--- src/rtl/cmd_stim_seq.sv ---
// Loadable command-table stimulus sequencer: issues entries over a valid/ready
// handshake and checks in-order completions against an expect FIFO.
module cmd_stim_seq #(
  parameter int DEPTH   = 16,
  parameter int IDX_W   = 4,
  parameter int DATA_W  = 64,
  parameter int MAX_OUT = 4,
  parameter int CNT_W   = 16
) (
  input  logic                        clk,
  input  logic                        rst,
  input  logic                        cfg_we,
  input  logic [IDX_W-1:0]            cfg_addr,
  input  logic [2:0]                  cfg_cmd,
  input  logic [DATA_W-1:0]           cfg_opd1,
  input  logic [DATA_W-1:0]           cfg_opd2,
  input  logic [IDX_W:0]              cfg_len,
  input  logic                        loop_en,
  input  logic                        start,
  input  logic                        stop,
  output logic                        cmd_vld,
  input  logic                        cmd_rdy,
  output logic [2:0]                  cmd_o,
  output logic [DATA_W-1:0]           opd1_o,
  output logic [DATA_W-1:0]           opd2_o,
  input  logic                        done_i,
  input  logic [2:0]                  done_cmd_i,
  output logic                        busy,
  output logic [IDX_W-1:0]            idx_o,
  output logic [$clog2(MAX_OUT):0]    outstanding,
  output logic [CNT_W-1:0]            issue_cnt,
  output logic [CNT_W-1:0]            done_cnt,
  output logic                        mismatch,
  output logic                        seq_done
);
  localparam int OUT_W = $clog2(MAX_OUT) + 1;
  localparam int PTR_W = (MAX_OUT > 1) ? $clog2(MAX_OUT) : 1;
  localparam logic [OUT_W-1:0] MAX_OUT_L = OUT_W'(MAX_OUT);
  localparam logic [2:0] CMD_HLT = 3'd7;

  typedef enum logic [1:0] {S_IDLE, S_RUN, S_DRAIN} state_t;

  logic [2:0]        tbl_cmd  [DEPTH];
  logic [DATA_W-1:0] tbl_opd1 [DEPTH];
  logic [DATA_W-1:0] tbl_opd2 [DEPTH];
  logic [2:0]        exp_fifo [MAX_OUT];

  state_t            state_q;
  logic [IDX_W:0]    len_q;
  logic              loop_q, stop_q, cmd_vld_q, mismatch_q, seq_done_q;
  logic [2:0]        cmd_q;
  logic [DATA_W-1:0] opd1_q, opd2_q;
  logic [IDX_W-1:0]  idx_q;
  logic [PTR_W-1:0]  wr_ptr_q, rd_ptr_q;
  logic [OUT_W-1:0]  out_q, out_d;
  logic [CNT_W-1:0]  issue_cnt_q, done_cnt_q;

  logic             xfer, pop, at_last, end_seq, room;
  logic [IDX_W-1:0] idx_nxt;

  always_comb begin
    xfer    = cmd_vld_q && cmd_rdy;
    pop     = done_i && (out_q != '0);
    at_last = ({1'b0, idx_q} == (len_q - 1'b1));
    end_seq = (cmd_q == CMD_HLT) || stop_q || stop || (at_last && !loop_q);
    idx_nxt = at_last ? '0 : idx_q + 1'b1;
    out_d   = out_q;
    if (xfer && !pop)
      out_d = out_q + 1'b1;
    else if (!xfer && pop)
      out_d = out_q - 1'b1;
    // Room is judged on next cycle's count so a same-cycle completion frees a slot.
    room = (out_d < MAX_OUT_L);
  end

  always_ff @(posedge clk) begin
    if (cfg_we && state_q == S_IDLE) begin
      tbl_cmd[cfg_addr]  <= cfg_cmd;
      tbl_opd1[cfg_addr] <= cfg_opd1;
      tbl_opd2[cfg_addr] <= cfg_opd2;
    end
    if (xfer)
      exp_fifo[wr_ptr_q] <= cmd_q;
  end

  always_ff @(posedge clk) begin
    if (rst) begin
      state_q     <= S_IDLE;
      len_q       <= '0;
      loop_q      <= 1'b0;
      stop_q      <= 1'b0;
      cmd_vld_q   <= 1'b0;
      cmd_q       <= '0;
      opd1_q      <= '0;
      opd2_q      <= '0;
      idx_q       <= '0;
      wr_ptr_q    <= '0;
      rd_ptr_q    <= '0;
      out_q       <= '0;
      issue_cnt_q <= '0;
      done_cnt_q  <= '0;
      mismatch_q  <= 1'b0;
      seq_done_q  <= 1'b0;
    end else begin
      seq_done_q <= 1'b0;
      out_q      <= out_d;
      if (xfer) begin
        wr_ptr_q    <= wr_ptr_q + 1'b1;
        issue_cnt_q <= issue_cnt_q + 1'b1;
      end
      if (done_i) begin
        done_cnt_q <= done_cnt_q + 1'b1;
        if (pop) begin
          rd_ptr_q <= rd_ptr_q + 1'b1;
          if (exp_fifo[rd_ptr_q] != done_cmd_i)
            mismatch_q <= 1'b1;
        end else begin
          mismatch_q <= 1'b1;
        end
      end

      case (state_q)
        S_IDLE: begin
          if (start && cfg_len != '0) begin
            state_q     <= S_RUN;
            len_q       <= cfg_len;
            loop_q      <= loop_en;
            stop_q      <= 1'b0;
            idx_q       <= '0;
            cmd_q       <= tbl_cmd[0];
            opd1_q      <= tbl_opd1[0];
            opd2_q      <= tbl_opd2[0];
            cmd_vld_q   <= (out_q < MAX_OUT_L);
            issue_cnt_q <= '0;
            done_cnt_q  <= '0;
            mismatch_q  <= 1'b0;
          end else if (start) begin
            seq_done_q <= 1'b1;
          end
        end
        S_RUN: begin
          if (xfer) begin
            if (end_seq) begin
              cmd_vld_q <= 1'b0;
              state_q   <= S_DRAIN;
            end else begin
              idx_q     <= idx_nxt;
              cmd_q     <= tbl_cmd[idx_nxt];
              opd1_q    <= tbl_opd1[idx_nxt];
              opd2_q    <= tbl_opd2[idx_nxt];
              cmd_vld_q <= room;
            end
          end else if (!cmd_vld_q) begin
            if (stop || stop_q)
              state_q <= S_DRAIN;
            else if (room)
              cmd_vld_q <= 1'b1;
          end else if (stop) begin
            // A presented valid is never withdrawn; finish its handshake first.
            stop_q <= 1'b1;
          end
        end
        S_DRAIN: begin
          if (out_q == '0) begin
            state_q    <= S_IDLE;
            seq_done_q <= 1'b1;
          end
        end
        default: state_q <= S_IDLE;
      endcase
    end
  end

  assign cmd_vld     = cmd_vld_q;
  assign cmd_o       = cmd_q;
  assign opd1_o      = opd1_q;
  assign opd2_o      = opd2_q;
  assign busy        = (state_q != S_IDLE);
  assign idx_o       = idx_q;
  assign outstanding = out_q;
  assign issue_cnt   = issue_cnt_q;
  assign done_cnt    = done_cnt_q;
  assign mismatch    = mismatch_q;
  assign seq_done    = seq_done_q;
endmodule

--- config.mk ---
export PLATFORM = sky130hd
export DESIGN_NAME = cmd_stim_seq
export DESIGN_NICKNAME = d
export VERILOG_FILES = /design/src/rtl/cmd_stim_seq.sv
export SDC_FILE = /design/constraint.sdc
export NUM_CORES = 2
export LEC_CHECK = 0
export CORE_UTILIZATION = 55
export CTS_CLUSTER_SIZE = 40
export DETAILED_ROUTE_END_ITERATION = 12
export PLACE_DENSITY_LB_ADDON = 0.3
export SLEW_MARGIN = 40
export SYNTH_ARGS = -nofsm -noshare
export SYNTH_HDL_FRONTEND = slang
export SYNTH_SLANG_ARGS = --single-unit
--- constraint.sdc ---
create_clock -name clk -period 13.45 [get_ports clk]
set_clock_uncertainty 0.1 [all_clocks]
set_input_delay 4.035 -clock clk [delete_from_list [all_inputs] [get_ports clk]]
set_output_delay 4.035 -clock clk [all_outputs]
set_load 0.02 [all_outputs]
# Word-level counts from Yosys, hierarchy flattened
# Memories as Yosys holds them, arrays and structs flattened. A register that Yosys moved wholly into a read port is not among the register bits.
# Cells that the tools add are included.
# W data, S select, Z words.
word_totals:
  register_bits: 186
  latch_bits: 0
  mem_bits_rw: 2108
  rom_bits: 0
  inputBits: 151
  output_inout_bits: 174
  wordCells: 130
  memories: 4
op_classes:
  addsub: 8
  mul: 0
  div_mod_pow: 0
  order_cmp: 2
  n_eq_ne: 15
  n_shift: 0
  muxes: 59
  bitwise_logic: 0
  n_reduce_logical: 26
memory_table:
  columns: ["memory", "words", "word_bits", "rd", "rd_ports_with_merged_regs", "write_ports", "line_no", "text"]
  rows:
  - ["tbl_opd1", 16, 64, 2, 0, 1, "44", "logic [DATA_W-1:0] tbl_opd1 [DEPTH];"]
  - ["tbl_opd2", 16, 64, 2, 0, 1, "45", "logic [DATA_W-1:0] tbl_opd2 [DEPTH];"]
  - ["tbl_cmd", 16, 3, 2, 0, 1, "43", "logic [2:0] tbl_cmd [DEPTH];"]
  - ["exp_fifo", 4, 3, 1, 1, 1, "46", "logic [2:0] exp_fifo [MAX_OUT];"]
ops:
  columns: ["cell", "n"]
  rows:
  - ["$mux W64", 6]
  - ["$pmux W64 S2", 2]
  - ["$mux W16", 6]
  - ["$add A16 B1 Y16 const B", 2]
  - ["$mux W1", 22]
  - ["$mux W2", 8]
  - ["$mux W4", 4]
  - ["$mux W3", 5]
  - ["$ne A2 B2 Y1 const B", 6]
  - ["$reduce_and A5 Y1", 2]
  - ["$ne A3 B3 Y1 const B", 3]
  - ["$pmux W4 S2", 1]
  - ["$logic_and A1 B1 Y1", 7]
  - ["$lt A3 B3 Y1 const B", 2]
  - ["$pmux W1 S2", 3]
  - ["$pmux W2 S3", 1]
  - ["$pmux W3 S2", 1]
  - ["$reduce_and A2 Y1", 3]
  - ["$eq A4 B5 Y1", 1]
  - ["$reduce_bool A5 Y1", 1]
  - ["$sub A5 B1 Y5 const B", 1]
  - ["$add A2 B1 Y2 const B", 2]
  - ["$add A4 B1 Y4 const B", 1]
  - ["$logic_or A1 B1 Y1", 4]
  - ["other kinds (13)", 16]

# Depth between registers and ports, before layout
logic_depth:
  word_depth: 11
  ltp_mapped: 13
  mapped_depth_nobuf: 13

# Worst setup path after synthesis
# OpenSTA, ideal clock, no wires.
synth_timing:
  kind: "input port to flip-flop"
  start: "input port cfg_addr[0]"
  end: "memory tbl_cmd[0][0] (enable)"
  arrival_time_ns: 13.311
  setup_slack_ns: -0.745
  path_stages: 2
  cell_sequence: "or3_1 -> nor3_1"
synth_rtl:
  columns: ["item", "line_no", "text"]
  rows:
  - ["from (decl)", "13", "input logic [IDX_W-1:0] cfg_addr,"]
  - ["to (decl)", "43", null]
# No word-level cell before the write port.

# Worst setup path after layout
layout_timing:
  start: "input port cfg_len[1]"
  end: "register opd1_q[58] (netlist: opd1_o[58])"
layout_between:
  elab_chain_len: 4
layout_rtl:
  columns: ["item", "line_no", "text"]
  rows:
  - ["from (decl)", "17", "input logic [IDX_W:0] cfg_len,"]
  - ["$reduce_bool A5 Y1", "124", "if (start && cfg_len != '0) begin"]
  - ["$logic_and A1 B1 Y1", "124", null]
  - ["$ne A2 B1 Y1 (no source line)", null, null]
  - ["$reduce_and A4 Y1 (no source line)", null, null]
  - ["to (signal assigned)", "131", "opd1_q <= tbl_opd1[0];"]
  - ["to (signal assigned)", "149", "opd1_q <= tbl_opd1[idx_nxt];"]
  - ["to (decl)", "52", "logic [DATA_W-1:0] opd1_q, opd2_q;"]
# Every way passes these cells.
# A chain may end at the register's enable or synchronous reset.

==> metrics.cfg <==
[place]
hpwl_mm = 128.8
numPortBuffers = 324
dpl_cell_area_sq_mm = 0.09800
gp_congestion = 0.7995
dpl.cell_count = 8052

[critical_path]
required_ns = 14.10
start_kind = input pin
cp-end-kind = register
crit_path_max_fanout = 99
cp.arrival_ns = 7.79
critPathKind = in2reg

[floorplan]
die_w_microns = 410.8
rows = 149
die_area_sq_mm = 0.1687
num_io_pins = 325
fp.dieH_microns = 410.8
core_sq_mm = 0.1654
start_util_pct = 55.58

[synthesis]
ys_ff_latch = 2296
synth_edf_count = 2108
yosysUniqueCellTypes = 57
yosysWarnings = 0
synthTopCellsByCount = edfxtp_1 (2108), nand2_1 (405), nor2_1 (380)
synthCells = 5850
async_reset_ff_share_pct = 0
syn_avg_cell_area_sq_um = 15.71
syn_nets = 6014
ys_seq_area_share_pct = 72.97
synth_top_area_cell = edfxtp_1
yosysTopAreaCellShare_pct = 68.88
syn_area_sq_mm = 0.09190
synth_top_cells_by_area = edfxtp_1 (69%), dfxtp_1 (4.1%), mux4_2 (3.3%)
ys.flop_type = edfxtp_1
yosysMostFrequentCell = edfxtp_1

[global_route]
grt_max_degree = 168
grtUsageTotal_pct = 29.84
grt_pass1_wl_mm = 372.7
antenna_found_initial = 20
grt_pass1_vias = 56790
grt-ovfl-total = 0

[detailed_routing]
firstDrtPassIters = 8
totalWireLength_mm = 255.0
via_count = 57510
ant_nets = 0
wl_per_cell_microns = 30.05
drt_iter0_markers = 8009
avgViaCountPerCell = 6.778
drc = 0

[power_and_ir_drop]
ir_drop_v = 0.0001433
power_switching_mw = 3.460
p_seq_share_pct = 53.2
power.density_mw_per_mm2 = 143.5
intPower_mw = 11.64
switching_share_pct = 22.91
p_leak_nw = 32.68
clkPwrFrac_pct = 40.1
combPwrFrac_pct = 6.7

[cts]
cts_buffers = 221
cts.repair.resized = 0
path_clk_slew_ns = 0.06
cts_tree = done
postCtsSetupBuffers = 0
hold_buffers = 0
root_buffer = clkbuf_16
clock_sinks = 2296
clock_tree.buffer_depth = 3
ctsHtreeMaxLevel = 4
clk_latency_ns = 0.87

[cells_and_area]
fin_nets = 6254
n_fill_cell = 11350
stdcell_count = 8485
final_layout_size_suffix_gt1_share_pct = 13.91
design_area_sq_mm = 0.1052
area_delta_synth_final_pct = 14.48
final_core_util_pct = 63.62

[timing]
rsz0062_at_grt = false
max_freq_mhz = 140.0
relSlewSlack_pct = 38.03
setup_tns_ns = 0
finalSetupViolations = 0
worst_slew_pin_slew_ns = 0.9296
report.final.slew_viol_count = 0
hold_viol = 0
timing.final.crit_share_pct = 53.11
period_minus_slack_ns = 7.143

[outcome]
outcome = finished clean

[hold_path]
min_path_type = reg2reg

[flow_run]
drv_cap = 0

-- routing by layer --
layer | vias to the layer above | GRT usage (%) | share of wire [%]
li1 | 23930 | - | -
met1 | 29070 | 41.11 | 39
met2 | 3867 | 46.91 | 47
met3 | 626 | 6.243 | 11
met4 | 14 | 11.51 | 3.4
met5 | - | 0 | 0.038
-- layout by cell type, fill, tap and decap left out, types with 39 or more instances in the layout --
cell type / synthesis / final
o221ai_1: 131 / 131
nand2_1: 405 / 403
buf_4: 2 / 45
clkbuf_16: 0 / 222
or4_1: 112 / 112
clkdlybuf4s50_1: 0 / 324
clkbuf_1: 300 / 63
clkinv_2: 0 / 39
a22o_1: 134 / 134
o21a_1: 111 / 111
dfxtp_1: 188 / 187
mux2_2: 262 / 262
a221oi_1: 131 / 131
o2111ai_1: 111 / 111
a21oi_1: 272 / 271
clkinv_1: 0 / 45
mux2i_1: 134 / 134
nor2_1: 380 / 366
mux4_2: 134 / 134
nand3_1: 131 / 129
edfxtp_1: 2108 / 2108
o211ai_1: 222 / 222
a31oi_1: 42 / 42
o21ai_0: 156 / 156
-- metrics by stage --
step	hold slack (ns)	total power, mW	worst slack [ns]
3_5_place_dp	0.3441	9.174	5.553
5_1_grt	0.3872	15.45	6.178
4_1_cts	0.3585	15.12	6.474
6_report	0.3602	15.10	6.307
2_1_floorplan	0.3375	8.649	2.777
3_3_place_gp	0.3350	9.139	5.269
-- flip-flops by register name (all words and copies together), names as in the netlist, 3 cells and up, named ones only --
name,count
cmd_o,3
tbl_cmd,48
issue_cnt,16
tbl_opd1,1024
opd1_o,64
done_cnt,16
opd2_o,64
idx_o,4
outstanding,3
exp_fifo,12
len_q,5
tbl_opd2,1024
-- power groups by stage --
stage,Sequential (mW),Combinational [mW],Clock [mW]
floorplan,8.22,0.430,0
global placement,8.18,0.956,0
detailed placement,8.19,0.988,0
CTS,8.04,0.989,6.09
global route,8.04,1.06,6.35
finish,8.04,1.01,6.06
-- worst paths after layout --
kind                                 start         end  slack (ns)  cells past startpoint
worst max-delay path            cfg_len[1]  opd1_o[58]        6.31                     11
worst min-delay path             opd1_o[9]   opd1_o[9]        0.36                      2
worst max register to register    idx_o[2]  opd2_o[32]        8.00                     12
worst min register to register   opd1_o[9]   opd1_o[9]        0.36                      2
-- layout make-up --
class | instances | area [sq um] | area share, %
well taps | 2189 | 2739 | 2.603
inverters | 11 | 41.29 | 0.03924
multi-input cells | 3113 | 23320 | 22.16
clock inverters | 117 | 1067 | 1.014
diodes | 12 | 30.03 | 0.02854
clock buffers | 300 | 5998 | 5.701
flip-flops and latches | 2296 | 67070 | 63.75
repair buffers | 447 | 4951 | 4.706
-- cells by family after synthesis --
kind of cell,Yosys count,synth area share (%)
buffers and inverters,441,2.026
AOI/OAI and AO/OA,1385,10.84
xor gates and xnor gates,46,0.4384
and+or+nand+nor,1139,5.593
DFF,2296,72.97
adders and majority gates,13,0.1770
muxes,530,7.954
-- critical path, cell delays in order --
cell and delay, ns:
clkdlybuf4s50_1 0.42, or4_1 0.60, o21ai_0 0.20, a21oi_1 0.24
a32oi_4 0.26, buf_6 0.49, buf_12 0.46, buf_16 0.35
nor2_1 0.14, a22o_1 0.21, a21o_1 0.14
Power figures use the tool's default switching activity.
